$ cat src/rtl/if_fetch_unit.sv
// -----------------------------------------------------------------------------
// if_fetch_unit
//   Instruction-fetch stage producer. Issues in-order fetch requests to
//   instruction memory, buffers the returned words in a small in-order queue
//   and presents the head entry (pc_o / inst_o) to the IF/ID register.
//   A branch redirect flushes the queue and arranges for responses that are
//   still in flight to be discarded when they arrive.
//
// Optional feature macro: FETCH_PERF_EN
//   defined     -> perf_stall_o counts cycles with valid_o && stall_i,
//                  perf_drop_o counts discarded responses; both saturate.
//   not defined -> no counters; perf_stall_o / perf_drop_o tied to 0.
//
// Ports
//   clk_i, rst_i     clock, synchronous active-high reset
//   stall_i          IF/ID is holding; the head entry is not consumed
//   redirect_i       discard all fetched / in-flight work, restart fetch
//   redirect_pc_i    restart address (bits [1:0] ignored)
//   imem_req_o       fetch request, imem_addr_o its address
//   imem_gnt_i       request accepted this cycle
//   imem_rvalid_i    in-order response valid, imem_rdata_i its data
//   valid_o          head entry holds a returned instruction
//   pc_o, inst_o     head pc / instruction (0 / NOP_INST when !valid_o)
//   perf_stall_o     stall cycle counter
//   perf_drop_o      dropped response counter
//
// Handshake: a request transfers on a cycle where imem_req_o && imem_gnt_i.
//   Once imem_req_o is raised it stays high with imem_addr_o unchanged until
//   that transfer, unless reset or redirect withdraws it. The response comes
//   back on imem_rvalid_i at least one cycle later, in request order, and is
//   always accepted (there is no back-pressure on the response channel).
//   On the IF/ID side, the head is consumed on a cycle where
//   valid_o && !stall_i.
// -----------------------------------------------------------------------------
module if_fetch_unit #(
   parameter int unsigned      Width      = 32,
   parameter logic [Width-1:0] RESET_PC   = '0,
   parameter int unsigned      FIFO_DEPTH = 2,
   parameter logic [Width-1:0] NOP_INST   = Width'(32'h0000_0013)
) (
   input  logic             clk_i,
   input  logic             rst_i,
   input  logic             stall_i,
   input  logic             redirect_i,
   input  logic [Width-1:0] redirect_pc_i,
   output logic             imem_req_o,
   output logic [Width-1:0] imem_addr_o,
   input  logic             imem_gnt_i,
   input  logic             imem_rvalid_i,
   input  logic [Width-1:0] imem_rdata_i,
   output logic             valid_o,
   output logic [Width-1:0] pc_o,
   output logic [Width-1:0] inst_o,
   output logic [31:0]      perf_stall_o,
   output logic [31:0]      perf_drop_o
);

   localparam int unsigned PW = (FIFO_DEPTH > 1) ? $clog2(FIFO_DEPTH) : 1;
   localparam int unsigned CW = $clog2(FIFO_DEPTH + 1);
   // Drop counter: each redirect adds at most FIFO_DEPTH in-flight responses.
   localparam int unsigned DW = 8;

   typedef logic [PW-1:0] ptr_t;

   function automatic ptr_t ptr_inc(input ptr_t p);
      return (p == ptr_t'(FIFO_DEPTH - 1)) ? '0 : p + ptr_t'(1);
   endfunction

   // Queue storage: pc captured on grant, instruction captured on fill.
   logic [Width-1:0]      r_pc     [FIFO_DEPTH];
   logic [Width-1:0]      r_inst   [FIFO_DEPTH];
   logic [FIFO_DEPTH-1:0] r_filled;

   ptr_t                  r_alloc_ptr;
   ptr_t                  r_fill_ptr;
   ptr_t                  r_head_ptr;
   logic [CW-1:0]         r_alloc_cnt;   // entries allocated and not yet popped
   logic [CW-1:0]         r_pend_cnt;    // allocated entries still awaiting data
   logic [DW-1:0]         r_drop_cnt;    // in-flight responses to discard
   logic [Width-1:0]      r_fetch_pc;

   logic                  w_req;
   logic                  w_grant;
   logic                  w_rsp_drop;
   logic                  w_rsp_fill;
   logic                  w_valid;
   logic                  w_pop;
   logic [DW-1:0]         w_redirect_drop;
   logic                  w_unused;

   assign w_req      = !rst_i && !redirect_i && (r_alloc_cnt < CW'(FIFO_DEPTH));
   assign w_grant    = w_req && imem_gnt_i;
   assign w_rsp_drop = imem_rvalid_i && (r_drop_cnt != '0);
   assign w_rsp_fill = imem_rvalid_i && (r_drop_cnt == '0) && (r_pend_cnt != '0);
   assign w_valid    = r_filled[r_head_ptr] && !redirect_i && !rst_i;
   assign w_pop      = w_valid && !stall_i;

   // Everything still in flight at redirect must be discarded later; a
   // response arriving in the redirect cycle itself already consumes one.
   assign w_redirect_drop = r_drop_cnt + DW'(r_pend_cnt) - DW'(w_rsp_drop || w_rsp_fill);

   // Fetch addresses are word aligned, so the low redirect bits are unused.
   assign w_unused = ^redirect_pc_i[1:0];

   assign imem_req_o  = w_req;
   assign imem_addr_o = r_fetch_pc;
   assign valid_o     = w_valid;
   assign pc_o        = w_valid ? r_pc[r_head_ptr]   : '0;
   assign inst_o      = w_valid ? r_inst[r_head_ptr] : NOP_INST;

   // Control state
   always_ff @(posedge clk_i) begin
      if (rst_i) begin
         r_fetch_pc  <= RESET_PC;
         r_alloc_ptr <= '0;
         r_fill_ptr  <= '0;
         r_head_ptr  <= '0;
         r_alloc_cnt <= '0;
         r_pend_cnt  <= '0;
         r_drop_cnt  <= '0;
         r_filled    <= '0;
      end else if (redirect_i) begin
         r_fetch_pc  <= {redirect_pc_i[Width-1:2], 2'b00};
         r_alloc_ptr <= '0;
         r_fill_ptr  <= '0;
         r_head_ptr  <= '0;
         r_alloc_cnt <= '0;
         r_pend_cnt  <= '0;
         r_drop_cnt  <= w_redirect_drop;
         r_filled    <= '0;
      end else begin
         if (w_grant) begin
            r_alloc_ptr <= ptr_inc(r_alloc_ptr);
            r_fetch_pc  <= r_fetch_pc + Width'(4);
         end
         if (w_rsp_fill) begin
            r_filled[r_fill_ptr] <= 1'b1;
            r_fill_ptr           <= ptr_inc(r_fill_ptr);
         end
         if (w_rsp_drop) begin
            r_drop_cnt <= r_drop_cnt - DW'(1);
         end
         // Fill and pop never hit the same entry: fill targets an unfilled
         // entry, pop only a filled one.
         if (w_pop) begin
            r_filled[r_head_ptr] <= 1'b0;
            r_head_ptr           <= ptr_inc(r_head_ptr);
         end
         r_alloc_cnt <= r_alloc_cnt + CW'(w_grant) - CW'(w_pop);
         r_pend_cnt  <= r_pend_cnt + CW'(w_grant) - CW'(w_rsp_fill);
      end
   end

   // Payload storage; validity is tracked by r_filled, so no reset needed.
   always_ff @(posedge clk_i) begin
      if (w_grant) begin
         r_pc[r_alloc_ptr] <= r_fetch_pc;
      end
      if (w_rsp_fill && !redirect_i) begin
         r_inst[r_fill_ptr] <= imem_rdata_i;
      end
   end

   // A response with nothing outstanding is ignored above; flag it in sim.
   always_ff @(posedge clk_i) begin
      if (!rst_i && imem_rvalid_i) begin
         assert ((r_drop_cnt != '0) || (r_pend_cnt != '0));
      end
   end

`ifdef FETCH_PERF_EN
   logic [31:0] r_perf_stall;
   logic [31:0] r_perf_drop;

   always_ff @(posedge clk_i) begin
      if (rst_i) begin
         r_perf_stall <= '0;
         r_perf_drop  <= '0;
      end else begin
         if (w_valid && stall_i && (r_perf_stall != 32'hFFFF_FFFF)) begin
            r_perf_stall <= r_perf_stall + 32'd1;
         end
         if (w_rsp_drop && (r_perf_drop != 32'hFFFF_FFFF)) begin
            r_perf_drop <= r_perf_drop + 32'd1;
         end
      end
   end

   assign perf_stall_o = r_perf_stall;
   assign perf_drop_o  = r_perf_drop;
`else
   assign perf_stall_o = '0;
   assign perf_drop_o  = '0;
`endif

endmodule

$ cat config.mk
export PLATFORM = sky130hd
export DESIGN_NAME = if_fetch_unit
export DESIGN_NICKNAME = d
export VERILOG_FILES = /design/src/rtl/if_fetch_unit.sv
export SDC_FILE = /design/constraint.sdc
export NUM_CORES = 1
export LEC_CHECK = 0
export ABC_AREA = 0
export CORE_MARGIN = 5
export CORE_UTILIZATION = 52
export DETAILED_ROUTE_END_ITERATION = 12
export PLACE_DENSITY = 0.84
export SLEW_MARGIN = 15
export SYNTH_ARGS = -nofsm -noshare
export SYNTH_HDL_FRONTEND = slang
export SYNTH_SLANG_ARGS = --single-unit
export TNS_END_PERCENT = 1
$ cat constraint.sdc
create_clock -name clk_i -period 12.24 [get_ports clk_i]
set_input_delay 3.06 -clock clk_i [delete_from_list [all_inputs] [get_ports clk_i]]
set_output_delay 3.06 -clock clk_i [all_outputs]
set_load 0.01 [all_outputs]
==> metrics <==
RSZ-0062 raised after global routing=no; Worst-path clk slew=0.06 ns; CP max FO=61; Yosys top cell area share=0.455; Die Width=135 µm; flop-to-flop setup slack=8.95 ns; crit path kind=in2out; post-DP HPWL=13,100 µm; hold crit path type=reg2reg; R2R depth=14; period utilisation layout=0.723; Routed WL=18,700 µm; met3 usage=0.0405; sequential cell area fraction in the yosys report=0.572; crit-path cells=clkdlybuf4s50_1 > buf_4 > or2_1 > a21o_2 > buf_4 > inv_2 > nand2_1 > clkdlybuf4s50_1; GRT Util Overall=0.205; Routed WL per cell=17.3 µm; largest net degree at the start of global routing=63; r2r endpoint=r_drop_cnt[6]; via count=5,574; Pre-antenna DRT Iters=5; initial antenna violation count=0; slew margin rel.=0.266; worst hold stages=2; post-synth top area cell=edfxtp_1; Final Skew=0.00848 ns; worst-skew pair later-pin latency=0.43 ns; nets=952; setup violators final=0; cts hold-fix bufs=0; total power=0.00143 W; synth-to-layout area growth=25.9%; syn_area_per_cell=11.7 µm²; Post-CTS Setup Bufs=0; critical path startpoint=rst_i; remaining global-route overflow=0; grt peak-use layer=met2; H-tree levels=4; I/O pin cnt=232; synth cell count leaders=edfxtp_1, nor2_1, buf_4; initial core utilization=0.535; fin crit period=8.85 ns; Main synth FF type=edfxtp_1; Num CTS Buffers=17; M2 GR Usage=0.339; first-pass GRT wire length=28,900 µm; worst min-delay path startpoint=r_filled[1]; GPL Wtd Cong=0.806; Ant. Diodes=0; CTS root buf=clkbuf_16; critical path arrival=5.79 ns; number of synthesized flops with an enable pin=124; site row count=45; Peak supply drop=0.000106 V; total die area=18,400 µm²; CP max stage delay=0.54 ns; initial DRC count=375; Crit-path slowest cell=clkdlybuf4s50_1; Max Clk Rate=113 MHz; Final Hold Viols=0; number of synthesized register bits=172; DRC=0; Leak=3.60 nW; slew at the pin with the worst max-slew slack=1.10 ns; Syn Inst Count=702; top post-synthesis cells by area=edfxtp_1, dfxtp_1, mux2i_1; Synth warnings=0; Synth cell types=53; cell area after synthesis=8190 µm²; DRT antenna net count=0; ys async rst share=0; Setup TNS=0 ns; number of global-route vias before repair=5,381; TritonCTS clock tree=yes; fraction of layout cells with a size suffix above 1=0.0528; power density over the cells=139 nW/µm²; met1 Usage GRT=0.260; Port-buffer cells=161; top-count cell post-synth=edfxtp_1; CP startpoint kind=input pin; status=complete, no violations; Worst Setup End Kind=output pin; vias per inst=5.15; FILL cells=1,133; post_cts resized=0; Max Cap Violations=0; reg-to-reg critical path startpoint=r_drop_cnt[5]; floorplan core area=15,300 µm²; Pins Over Slew Limit=0; total clock sinks=172; CTS Buffer Depth=2; height of the die=135 µm; Required @ worst endpoint=9.18 ns; hold worst-path end=r_filled[1]
-- how the worst max path moves through the flow --
stage	depth (start not counted)	endpoint	slack, ns
final	8	inst_o[1]	3.39
after floorplan	7	inst_o[0]	4.98
after global placement	8	inst_o[1]	3.41
after global routing	8	inst_o[1]	3.19
after CTS	8	inst_o[1]	3.35
after detailed placement	8	inst_o[1]	3.36
-- flip-flops by register name, summed over array words and instances (netlist names), named ones only --
| signal | flops |
|---|---|
| r_inst | 64 |
| r_drop_cnt | 8 |
| r_pc | 60 |
| r_alloc_ptr | 1 |
| r_pend_cnt | 2 |
| imem_addr_o | 30 |
| r_fill_ptr | 1 |
| r_filled | 2 |
| r_alloc_cnt | 2 |
| r_head_ptr | 1 |
-- metal layers --
metal	vias to the layer above	wire, µm
met1	2659	7460
li1	2667	-
met4	0	520
met5	-	0
met3	40	1160
met2	208	9590
-- report_power, final --
group          switching [W]  leakage, nW  internal [W]
Combinational       0.000137         1.80      0.000119
Sequential         0.0000232         1.53      0.000646
Clock               0.000215        0.272      0.000289
Total               0.000375         3.60       0.00105
-- per-stage QoR --
step	hold WS (ns)	worst slack (ns)	std cells	utilization	cell area, µm²
global route	0.556	3.19	1082	0.673	10300
CTS	0.506	3.35	1082	0.673	10300
finish	0.508	3.39	1082	0.673	10300
global placement	0.473	3.41	1050	0.637	9750
detailed placement	0.492	3.36	1050	0.637	9750
floorplan	0.452	4.98	769	-	8440
-- worst max-delay path, delay by kind of cell --
family                 cells  cell delay [ns]
AND/OR/NAND/NOR            2             0.52
buffers and inverters      5             2.01
AO/OA/AOI/OAI              1             0.15
-- layout by cell type, fill, tap and decap left out, types with 4 or more instances in the layout --
cell,count
nand3_1,19
a21oi_1,19
edfxtp_1,124
nor2_1,104
clkinv_4,4
xnor2_1,28
inv_1,21
nand2_1,32
xor2_1,14
or2_1,4
conb_1,68
buf_4,8
mux2i_1,65
clkbuf_16,17
clkdlybuf4s50_1,161
nor3b_1,4
a211oi_1,17
dfxtp_1,47
and2_1,5
nand4_1,14
ha_1,23
and3_1,8
and4_1,4
-- area by class of cell --
class                      count  area, µm²  area share
clock buffer                  21        460      0.0447
clock inverter                11       95.1     0.00922
inverter                      24       90.1     0.00874
multi-input combinational    474       3040       0.295
sequential                   172       4690       0.455
tap                          211        264      0.0256
timing repair buffer         169       1670       0.162
-- cell families after synthesis --
group | share of synthesized area
flip-flops | 0.572
AND/OR/NAND/NOR | 0.128
XOR/XNOR | 0.0449
AO/OA/AOI/OAI | 0.0489
buffers and inverters | 0.0886
other | 0.000458
adder cells (fa/ha/maj) | 0.0376
multiplexers | 0.0794
No activity file was read; power rests on OpenSTA's default activity.
